[config.mk]
export PLATFORM = sky130hd
export DESIGN_NAME = writeback_latch_repne_wb_flat
export DESIGN_NICKNAME = d
export VERILOG_FILES = /design/src/rtl/writeback_latch_repne_wb_pkg.sv /design/src/rtl/writeback_latch_repne_wb_if.sv /design/src/rtl/writeback_latch_repne_wb_repne_fsm_wb.sv /design/src/rtl/writeback_latch_repne_wb.sv /design/src/flat_wrapper.sv
export SDC_FILE = /design/constraint.sdc
export NUM_CORES = 1
export LEC_CHECK = 0
export ABC_CLOCK_PERIOD_IN_PS = 4100
export CORE_ASPECT_RATIO = 0.6
export CORE_MARGIN = 4
export CORE_UTILIZATION = 25
export DETAILED_ROUTE_END_ITERATION = 6
export GPL_TIMING_DRIVEN = 0
export PLACE_DENSITY_LB_ADDON = 0.25
export SLEW_MARGIN = 20
export SYNTH_ARGS = -nofsm -noshare
export SYNTH_HDL_FRONTEND = slang
export SYNTH_HIERARCHICAL = 1
export SYNTH_SLANG_ARGS = --single-unit
[constraint.sdc]
create_clock -name CLK -period 4.1 [get_ports CLK]
set_input_delay 1.025 -clock CLK [delete_from_list [all_inputs] [get_ports CLK]]
set_output_delay 1.025 -clock CLK [all_outputs]
set_load 0.05 [all_outputs]
[src/rtl/writeback_latch_repne_wb_pkg.sv]
// writeback_latch_repne_wb_pkg: shared REPNE FSM encoding, flag/count constants and WB control bundle.
package writeback_latch_repne_wb_pkg;
    localparam logic [1:0] ST_IDLE   = 2'b00;
    localparam logic [1:0] ST_STEADY = 2'b01;
    localparam logic [1:0] ST_TERM   = 2'b10;
    localparam int ZF_BIT       = 6;
    localparam int DATA_W_DEF   = 32;
    localparam int COUNT_ZERO_W_DEF = 32;
    typedef struct packed {
        logic v;
        logic gpr1;
        logic gpr2;
        logic dcw;
        logic rep;
        logic cmps;
    } wb_ctl_t;
endpackage

[src/rtl/writeback_latch_repne_wb_if.sv]
// writeback_latch_repne_wb_if: EX->WB next-value bus, dcache handshake and WB/REPNE outputs.
interface writeback_latch_repne_wb_if #(parameter int DATA_W = 32);
    logic              WB_V_next;
    logic [DATA_W-1:0] WB_RESULT_A_next;
    logic [DATA_W-1:0] WB_RESULT_B_next;
    logic [DATA_W-1:0] WB_RESULT_C_next;
    logic [DATA_W-1:0] WB_FLAGS_next;
    logic              v_ex_ld_gpr1;
    logic              v_ex_ld_gpr2;
    logic              v_ex_dcache_write;
    logic              WB_de_repne_all_next;
    logic              CS_IS_CMPS_SECOND_UOP_next;
    logic              dcache_write_ready;
    logic              WB_V;
    logic [DATA_W-1:0] WB_RESULT_A;
    logic [DATA_W-1:0] WB_RESULT_B;
    logic [DATA_W-1:0] WB_RESULT_C;
    logic [DATA_W-1:0] WB_FLAGS;
    logic              wb_ld_gpr1;
    logic              wb_ld_gpr2;
    logic              dcache_write_req;
    logic              WB_Stall;
    logic [DATA_W-1:0] count_dataforwarded;
    logic [DATA_W-1:0] flags_dataforwarded;
    logic              EX_REPNE_STEADY_STATE_EX;
    logic              wb_repne_terminate_all;
    modport master (
        output WB_V_next, WB_RESULT_A_next, WB_RESULT_B_next, WB_RESULT_C_next, WB_FLAGS_next,
        output v_ex_ld_gpr1, v_ex_ld_gpr2, v_ex_dcache_write, WB_de_repne_all_next,
        output CS_IS_CMPS_SECOND_UOP_next, dcache_write_ready,
        input  WB_V, WB_RESULT_A, WB_RESULT_B, WB_RESULT_C, WB_FLAGS, wb_ld_gpr1, wb_ld_gpr2,
        input  dcache_write_req, WB_Stall, count_dataforwarded, flags_dataforwarded,
        input  EX_REPNE_STEADY_STATE_EX, wb_repne_terminate_all
    );
    modport slave (
        input  WB_V_next, WB_RESULT_A_next, WB_RESULT_B_next, WB_RESULT_C_next, WB_FLAGS_next,
        input  v_ex_ld_gpr1, v_ex_ld_gpr2, v_ex_dcache_write, WB_de_repne_all_next,
        input  CS_IS_CMPS_SECOND_UOP_next, dcache_write_ready,
        output WB_V, WB_RESULT_A, WB_RESULT_B, WB_RESULT_C, WB_FLAGS, wb_ld_gpr1, wb_ld_gpr2,
        output dcache_write_req, WB_Stall, count_dataforwarded, flags_dataforwarded,
        output EX_REPNE_STEADY_STATE_EX, wb_repne_terminate_all
    );
endinterface

[src/rtl/writeback_latch_repne_wb_repne_fsm_wb.sv]
// repne_fsm_wb: REPNE sequencer; detects loop end from the latched WB uop and advances only when unstalled.
module repne_fsm_wb
    import writeback_latch_repne_wb_pkg::*;
#(
    parameter int COUNT_ZERO_W = 32
) (
    input  logic                    clk,
    input  logic                    rst_n,
    input  logic                    en,
    input  logic                    v,
    input  logic                    rep,
    input  logic                    cmps,
    input  logic                    zf,
    input  logic [COUNT_ZERO_W-1:0] count_lo,
    output logic                    steady,
    output logic                    terminate
);
    logic [1:0] state_d, state_q;
    logic       term;
    always_comb begin
        term    = v & rep & ((count_lo == '0) | (cmps & zf));
        state_d = !en                   ? state_q :
                  (state_q == ST_TERM)  ? ST_IDLE :
                  term                  ? ST_TERM :
                  (state_q == ST_STEADY) ? (v ? ST_STEADY : ST_IDLE) :
                  (v & rep)             ? ST_STEADY : ST_IDLE;
    end
    always_ff @(posedge clk or negedge rst_n) begin
        if (!rst_n) state_q <= ST_IDLE;
        else        state_q <= state_d;
    end
    assign steady    = (state_q == ST_STEADY);
    assign terminate = (state_q == ST_TERM);
endmodule

[src/rtl/writeback_latch_repne_wb.sv]
// writeback_latch_repne_wb: WB pipeline latches, dcache write handshake/stall and REPNE forwarding to EX.
module writeback_latch_repne_wb
    import writeback_latch_repne_wb_pkg::*;
#(
    parameter int DATA_W       = DATA_W_DEF,
    parameter int COUNT_ZERO_W = COUNT_ZERO_W_DEF
) (
    input  logic                        CLK,
    input  logic                        CLR,
    writeback_latch_repne_wb_if.slave   bus
);
    wb_ctl_t           ctl_d, ctl_q;
    logic [DATA_W-1:0] a_d, a_q, b_d, b_q, c_d, c_q, flags_d, flags_q;
    logic              stall;
    assign stall = ctl_q.v & ctl_q.dcw & ~bus.dcache_write_ready;
    // Bubbles load too; they simply clear valid.
    always_comb begin
        ctl_d   = stall ? ctl_q : {bus.WB_V_next, bus.v_ex_ld_gpr1, bus.v_ex_ld_gpr2,
                                   bus.v_ex_dcache_write, bus.WB_de_repne_all_next,
                                   bus.CS_IS_CMPS_SECOND_UOP_next};
        a_d     = stall ? a_q     : bus.WB_RESULT_A_next;
        b_d     = stall ? b_q     : bus.WB_RESULT_B_next;
        c_d     = stall ? c_q     : bus.WB_RESULT_C_next;
        flags_d = stall ? flags_q : bus.WB_FLAGS_next;
    end
    always_ff @(posedge CLK or negedge CLR) begin
        if (!CLR) begin
            ctl_q   <= '0;
            a_q     <= '0;
            b_q     <= '0;
            c_q     <= '0;
            flags_q <= '0;
        end else begin
            ctl_q   <= ctl_d;
            a_q     <= a_d;
            b_q     <= b_d;
            c_q     <= c_d;
            flags_q <= flags_d;
        end
    end
    repne_fsm_wb #(.COUNT_ZERO_W(COUNT_ZERO_W)) u_fsm (
        .clk       (CLK),
        .rst_n     (CLR),
        .en        (~stall),
        .v         (ctl_q.v),
        .rep       (ctl_q.rep),
        .cmps      (ctl_q.cmps),
        .zf        (flags_q[ZF_BIT]),
        .count_lo  (c_q[COUNT_ZERO_W-1:0]),
        .steady    (bus.EX_REPNE_STEADY_STATE_EX),
        .terminate (bus.wb_repne_terminate_all)
    );
    assign bus.WB_V                = ctl_q.v;
    assign bus.WB_RESULT_A         = a_q;
    assign bus.WB_RESULT_B         = b_q;
    assign bus.WB_RESULT_C         = c_q;
    assign bus.WB_FLAGS            = flags_q;
    assign bus.wb_ld_gpr1          = ctl_q.v & ctl_q.gpr1 & ~stall;
    assign bus.wb_ld_gpr2          = ctl_q.v & ctl_q.gpr2 & ~stall;
    assign bus.dcache_write_req    = ctl_q.v & ctl_q.dcw;
    assign bus.WB_Stall            = stall;
    assign bus.count_dataforwarded = c_q;
    assign bus.flags_dataforwarded = flags_q;
endmodule

[src/flat_wrapper.sv]
// flat-port wrapper written by rule: the top's interface ports become plain ports
module writeback_latch_repne_wb_flat import writeback_latch_repne_wb_pkg::*;
#(
    parameter int DATA_W       = DATA_W_DEF,
    parameter int COUNT_ZERO_W = COUNT_ZERO_W_DEF
)
  (CLK, CLR, bus_WB_V_next, bus_WB_RESULT_A_next, bus_WB_RESULT_B_next, bus_WB_RESULT_C_next, bus_WB_FLAGS_next, bus_v_ex_ld_gpr1, bus_v_ex_ld_gpr2, bus_v_ex_dcache_write, bus_WB_de_repne_all_next, bus_CS_IS_CMPS_SECOND_UOP_next, bus_dcache_write_ready, bus_WB_V, bus_WB_RESULT_A, bus_WB_RESULT_B, bus_WB_RESULT_C, bus_WB_FLAGS, bus_wb_ld_gpr1, bus_wb_ld_gpr2, bus_dcache_write_req, bus_WB_Stall, bus_count_dataforwarded, bus_flags_dataforwarded, bus_EX_REPNE_STEADY_STATE_EX, bus_wb_repne_terminate_all);
  writeback_latch_repne_wb_if #(.DATA_W(DATA_W)) bus_i ();
  input  logic CLK;
  input  logic CLR;
  input wire logic [$bits(bus_i.WB_V_next)-1:0] bus_WB_V_next;
  input wire logic [$bits(bus_i.WB_RESULT_A_next)-1:0] bus_WB_RESULT_A_next;
  input wire logic [$bits(bus_i.WB_RESULT_B_next)-1:0] bus_WB_RESULT_B_next;
  input wire logic [$bits(bus_i.WB_RESULT_C_next)-1:0] bus_WB_RESULT_C_next;
  input wire logic [$bits(bus_i.WB_FLAGS_next)-1:0] bus_WB_FLAGS_next;
  input wire logic [$bits(bus_i.v_ex_ld_gpr1)-1:0] bus_v_ex_ld_gpr1;
  input wire logic [$bits(bus_i.v_ex_ld_gpr2)-1:0] bus_v_ex_ld_gpr2;
  input wire logic [$bits(bus_i.v_ex_dcache_write)-1:0] bus_v_ex_dcache_write;
  input wire logic [$bits(bus_i.WB_de_repne_all_next)-1:0] bus_WB_de_repne_all_next;
  input wire logic [$bits(bus_i.CS_IS_CMPS_SECOND_UOP_next)-1:0] bus_CS_IS_CMPS_SECOND_UOP_next;
  input wire logic [$bits(bus_i.dcache_write_ready)-1:0] bus_dcache_write_ready;
  output wire logic [$bits(bus_i.WB_V)-1:0] bus_WB_V;
  output wire logic [$bits(bus_i.WB_RESULT_A)-1:0] bus_WB_RESULT_A;
  output wire logic [$bits(bus_i.WB_RESULT_B)-1:0] bus_WB_RESULT_B;
  output wire logic [$bits(bus_i.WB_RESULT_C)-1:0] bus_WB_RESULT_C;
  output wire logic [$bits(bus_i.WB_FLAGS)-1:0] bus_WB_FLAGS;
  output wire logic [$bits(bus_i.wb_ld_gpr1)-1:0] bus_wb_ld_gpr1;
  output wire logic [$bits(bus_i.wb_ld_gpr2)-1:0] bus_wb_ld_gpr2;
  output wire logic [$bits(bus_i.dcache_write_req)-1:0] bus_dcache_write_req;
  output wire logic [$bits(bus_i.WB_Stall)-1:0] bus_WB_Stall;
  output wire logic [$bits(bus_i.count_dataforwarded)-1:0] bus_count_dataforwarded;
  output wire logic [$bits(bus_i.flags_dataforwarded)-1:0] bus_flags_dataforwarded;
  output wire logic [$bits(bus_i.EX_REPNE_STEADY_STATE_EX)-1:0] bus_EX_REPNE_STEADY_STATE_EX;
  output wire logic [$bits(bus_i.wb_repne_terminate_all)-1:0] bus_wb_repne_terminate_all;
  assign bus_i.WB_V_next = bus_WB_V_next;
  assign bus_i.WB_RESULT_A_next = bus_WB_RESULT_A_next;
  assign bus_i.WB_RESULT_B_next = bus_WB_RESULT_B_next;
  assign bus_i.WB_RESULT_C_next = bus_WB_RESULT_C_next;
  assign bus_i.WB_FLAGS_next = bus_WB_FLAGS_next;
  assign bus_i.v_ex_ld_gpr1 = bus_v_ex_ld_gpr1;
  assign bus_i.v_ex_ld_gpr2 = bus_v_ex_ld_gpr2;
  assign bus_i.v_ex_dcache_write = bus_v_ex_dcache_write;
  assign bus_i.WB_de_repne_all_next = bus_WB_de_repne_all_next;
  assign bus_i.CS_IS_CMPS_SECOND_UOP_next = bus_CS_IS_CMPS_SECOND_UOP_next;
  assign bus_i.dcache_write_ready = bus_dcache_write_ready;
  assign bus_WB_V = bus_i.WB_V;
  assign bus_WB_RESULT_A = bus_i.WB_RESULT_A;
  assign bus_WB_RESULT_B = bus_i.WB_RESULT_B;
  assign bus_WB_RESULT_C = bus_i.WB_RESULT_C;
  assign bus_WB_FLAGS = bus_i.WB_FLAGS;
  assign bus_wb_ld_gpr1 = bus_i.wb_ld_gpr1;
  assign bus_wb_ld_gpr2 = bus_i.wb_ld_gpr2;
  assign bus_dcache_write_req = bus_i.dcache_write_req;
  assign bus_WB_Stall = bus_i.WB_Stall;
  assign bus_count_dataforwarded = bus_i.count_dataforwarded;
  assign bus_flags_dataforwarded = bus_i.flags_dataforwarded;
  assign bus_EX_REPNE_STEADY_STATE_EX = bus_i.EX_REPNE_STEADY_STATE_EX;
  assign bus_wb_repne_terminate_all = bus_i.wb_repne_terminate_all;
  writeback_latch_repne_wb #(.DATA_W(DATA_W), .COUNT_ZERO_W(COUNT_ZERO_W)) u_core (.CLK(CLK), .CLR(CLR), .bus(bus_i));
endmodule
==> results.py <==
metrics = {
    "sta": {
        "worst-slew-pin-transition_ns": 0.5819,
        "grt_setup_unrepaired": "no",
        "worst_clock_skew_ns": 0.003169,
        "report.final.slew_viol_count": 0,
        "final_setup_vio_count": 0,
        "fin_hold_ws_ns": 0.5048,
        "post-route-min-period_ns": 4.042,
        "postLayoutSetupSlackWorst_ns": 0.05755,
        "final_hold_viol_count": 0,
        "post_route_fraction_of_the_period_consumed_by_the_critical_path": 0.9860,
        "achievable_frequency_mhz": 247.4,
        "max-slew-margin-rel": 0.6108,
    },
    "power_and_ir_drop": {
        "power.combinational.fraction": 0.325,
        "static-leakage-power_nw": 4.426,
        "p_per_area_nw_per_um2": 433.6,
        "intPower_mw": 2.987,
        "clock_power_share": 0.329,
        "netSwitchingPower_mw": 1.509,
        "seqPwrFrac": 0.347,
        "switching_share": 0.3357,
        "irDropWorstVdd_uv": 207.5,
    },
    "min_path": {
        "hold_end": "u_core/bus.WB_RESULT_B[31]$_DFFE_PN0N_",
        "worstHoldPathType": "flop to flop",
        "hold_path.startpoint": "u_core/bus.WB_RESULT_B[31]$_DFFE_PN0N_",
        "hold_path_depth": 1,
    },
    "synthesis": {
        "synth.lib_cells_used.distinct": 25,
        "mapped_cell_area_um2": 6017,
        "synth-compound-area-share": 0.01061,
        "post_synth_inst_count": 377,
        "synth_sequential_area_ratio": 0.5656,
        "synth_enable_flop_cells": 0,
        "netlist.top_cell.by_area": "dfrtp_1",
        "synth.top_cell.area_share": 0.5656,
        "post_synth_xor_area_fraction": 0,
        "dominant_cells_by_area_after_synthesis": "dfrtp_1 57%, mux2_4 20%, mux2_2 9.9%",
        "postSynthNetCount": 514,
        "ys.warnings.count": 6,
        "synthesis.area_per_instance_um2": 15.96,
        "share_of_flip_flops_with_an_asynchronous_set_or_reset_after_synthesis": 1.000,
        "post_synth_mux_area_share": 0.2963,
        "yosys.area_share.adder": 0,
        "yosys_register_bits": 136,
        "synth-simple-area-share": 0.02225,
        "dominant_combinational_cell_family_by_area_after_synthesis": "multiplexers",
        "ys.flop_type": "dfrtp_1",
    },
    "critical_path": {
        "worstReg2RegEnd": "u_core/u_fsm/state_q[0]$_DFFE_PN0P_",
        "endpoint_kind": "output port",
        "path_class": "input pin to output port",
        "critical_path_arrival_ns": 3.02,
        "timing.reg2reg.setup_slack_ns": 2.33,
        "worst-path-max-fanout": 10,
        "cp_data_required_time_ns": 3.07,
        "ff2ff_path_depth": 4,
        "critical_path.reg2reg.startpoint": "u_core/bus.WB_RESULT_C[16]$_DFFE_PN0N_",
        "critPathLaunchType": "input pin",
    },
    "floorplan": {
        "die_width_um": 208.3,
        "die_area_um2": 26700,
        "boundaryPins": 336,
        "row_count": 43,
        "floorplan.core_area_um2": 23400,
        "dieHeight_um": 128.2,
        "start_util": 0.2571,
    },
    "cells_and_area": {
        "layout-drive-gt1-share": 0.3342,
        "nNetsFinal": 869,
        "area_growth_syn_to_layout_pct": 72.36,
        "final_core_utilization": 0.4431,
        "non_filler_cells_in_the_finished_layout": 1061,
    },
    "cts": {
        "cts_hold_buffers": 0,
        "ctsRootBufferMaster": "clkbuf_16",
        "tritoncts": "done",
        "resized_cells_post_cts": 0,
        "cts_max_level": 4,
        "clock_latency_ns": 0.41,
        "cts_sinks": 136,
        "number_of_buffers_added_by_the_clock_tree_synthesis_step": 17,
        "clkTransAtPathRegs_ns": 0.05,
        "clk_path_buf_depth": 2,
        "post-cts-setup-buffers": 0,
    },
    "global_routing": {
        "grt_pass1_vias": 4765,
        "maximum_number_of_pins_on_one_net_before_global_route_repair": 70,
        "overflow": 0,
        "grt.total_usage": 0.1354,
        "initial_antenna_violation_count": 1,
        "first_pass_grt_wire_length_um": 28170,
    },
    "detailed_routing": {
        "wirelength_um": 18150,
        "wl_per_cell_um": 17.11,
        "drtAntennaViolNets": 0,
        "detailedRoute.firstIterationViolations": 126,
        "dr.pass1.iters": 4,
        "drcViolationCount": 0,
        "vias": 4246,
        "avgViaCountPerCell": 4.002,
    },
    "placed_design": {
        "place_worst_setup_slack_ns": 0.06298,
        "dp.cells": 1028,
        "finalWeightedCongestion": 0.7606,
        "count_of_port_buffers_added_during_placement": 335,
        "dpl.hpwl_um": 14300,
    },
    "run": {
        "cap_violations": 0,
    },
    "run_status": {
        "run_status": "complete, no violations",
    },
}
==> worst max-delay path: stages <==
cell	delay [ns]
clkdlybuf4s50_1	0.41
and3b_1	0.23
buf_6	0.13
buf_8	0.18
buf_6	0.19
clkdlybuf4s50_1	0.83
==> layer usage <==
metal | track usage | vias up | share of wire
li1 | - | 1959 | -
met5 | 0 | - | 0
met2 | 0.2117 | 178 | 0.47
met4 | 0.04130 | 0 | 0.014
met3 | 0.05282 | 15 | 0.076
met1 | 0.1747 | 2094 | 0.44
==> logic make-up (layout without fill, tap and decap cells) <==
kind of cell | count (synthesis) | in the layout
other cells | 0 | 1
flops | 136 | 136
simple gates | 21 | 21
compound gates | 6 | 6
buf+inv | 82 | 450
mux | 132 | 132
==> state kept, by name, indices dropped and copies added (netlist names) <==
| name | count |
|---|---|
| u_core/bus.WB_FLAGS | 32 |
| u_core/bus.WB_RESULT_B | 32 |
| u_core/ctl_q | 5 |
| u_core/u_fsm/state_q | 2 |
| u_core/bus.WB_V | 1 |
| u_core/bus.WB_RESULT_C | 32 |
| u_core/bus.WB_RESULT_A | 32 |
==> through the flow <==
| stage | power, mW | TNS, ns | area, um2 |
|---|---|---|---|
| after floorplan | 2.476 | 0 | 6017 |
| after global placement | 3.039 | -470.41 | 9764 |
| after detailed placement | 3.054 | 0 | 9797 |
| after CTS | 4.572 | 0 | 10370 |
| after global routing | 4.694 | 0 | 10370 |
| final | 4.497 | 0 | 10370 |
==> power by group through the flow <==
stage               Clock [mW]  Sequential (mW)  Combinational [mW]
floorplan                    0             1.95               0.528
global placement             0             1.58                1.46
detailed placement           0             1.58                1.47
CTS                       1.54             1.56                1.48
global route              1.60             1.58                1.52
finish                    1.48             1.56                1.46
==> cells in the mapped netlist, drive strengths merged (2+ instances only) <==
master / instances
dfrtp: 136
o21ai: 2
inv: 3
nand4: 2
nor4: 8
and3: 2
nand2b: 3
buf: 79
mux2: 132
==> worst max-delay path by stage <==
stage                     cells past startpoint                                    end  slack [ns]                   start
after CTS                                     6                           bus_WB_Stall        0.05  bus_dcache_write_ready
after floorplan                               4                           bus_WB_Stall        1.38  bus_dcache_write_ready
final                                         6                           bus_WB_Stall        0.06  bus_dcache_write_ready
after global placement                        1  u_core/bus.WB_RESULT_A[3]$_DFFE_PN0N_       -3.47                     CLR
after detailed placement                      6                           bus_WB_Stall        0.06  bus_dcache_write_ready
after global routing                          6                           bus_WB_Stall      0.0006  bus_dcache_write_ready
==> layout make-up <==
| type | instances | area (um2) |
|---|---|---|
| Clock buffer | 18 | 439.2 |
| Clock inverter | 14 | 132.6 |
| Multi-Input combinational cell | 159 | 1981 |
| Buffer | 79 | 621.8 |
| Sequential cell | 136 | 3403 |
| Tap cell | 315 | 394.1 |
| Inverter | 3 | 11.26 |
| Fill cell | 2086 | 13030 |
| Timing Repair Buffer | 336 | 3386 |
| Antenna cell | 1 | 2.502 |
==> placed cells by master, fill, tap and decap left out, drive strengths merged <==
master | netlist | final
clkdlybuf4s50 | 0 | 334
dfrtp | 136 | 136
mux2 | 132 | 132
buf | 79 | 81
clkbuf | 0 | 18
clkinv | 0 | 10
nor4 | 8 | 8
nand2b | 3 | 3
inv | 3 | 3
bufinv | 0 | 2
clkinvlp | 0 | 2
and3 | 2 | 2
nand4 | 2 | 2
o21ai | 2 | 2
diode | 0 | 1
and2 | 1 | 1
and3b | 1 | 1
nor2b | 1 | 1
nor2 | 1 | 1
o2bb2a | 1 | 1
nand2 | 1 | 1
o31ai | 1 | 1
a32o | 1 | 1
nand3 | 1 | 1
o32ai | 1 | 1
Power figures use the tool's default switching activity.
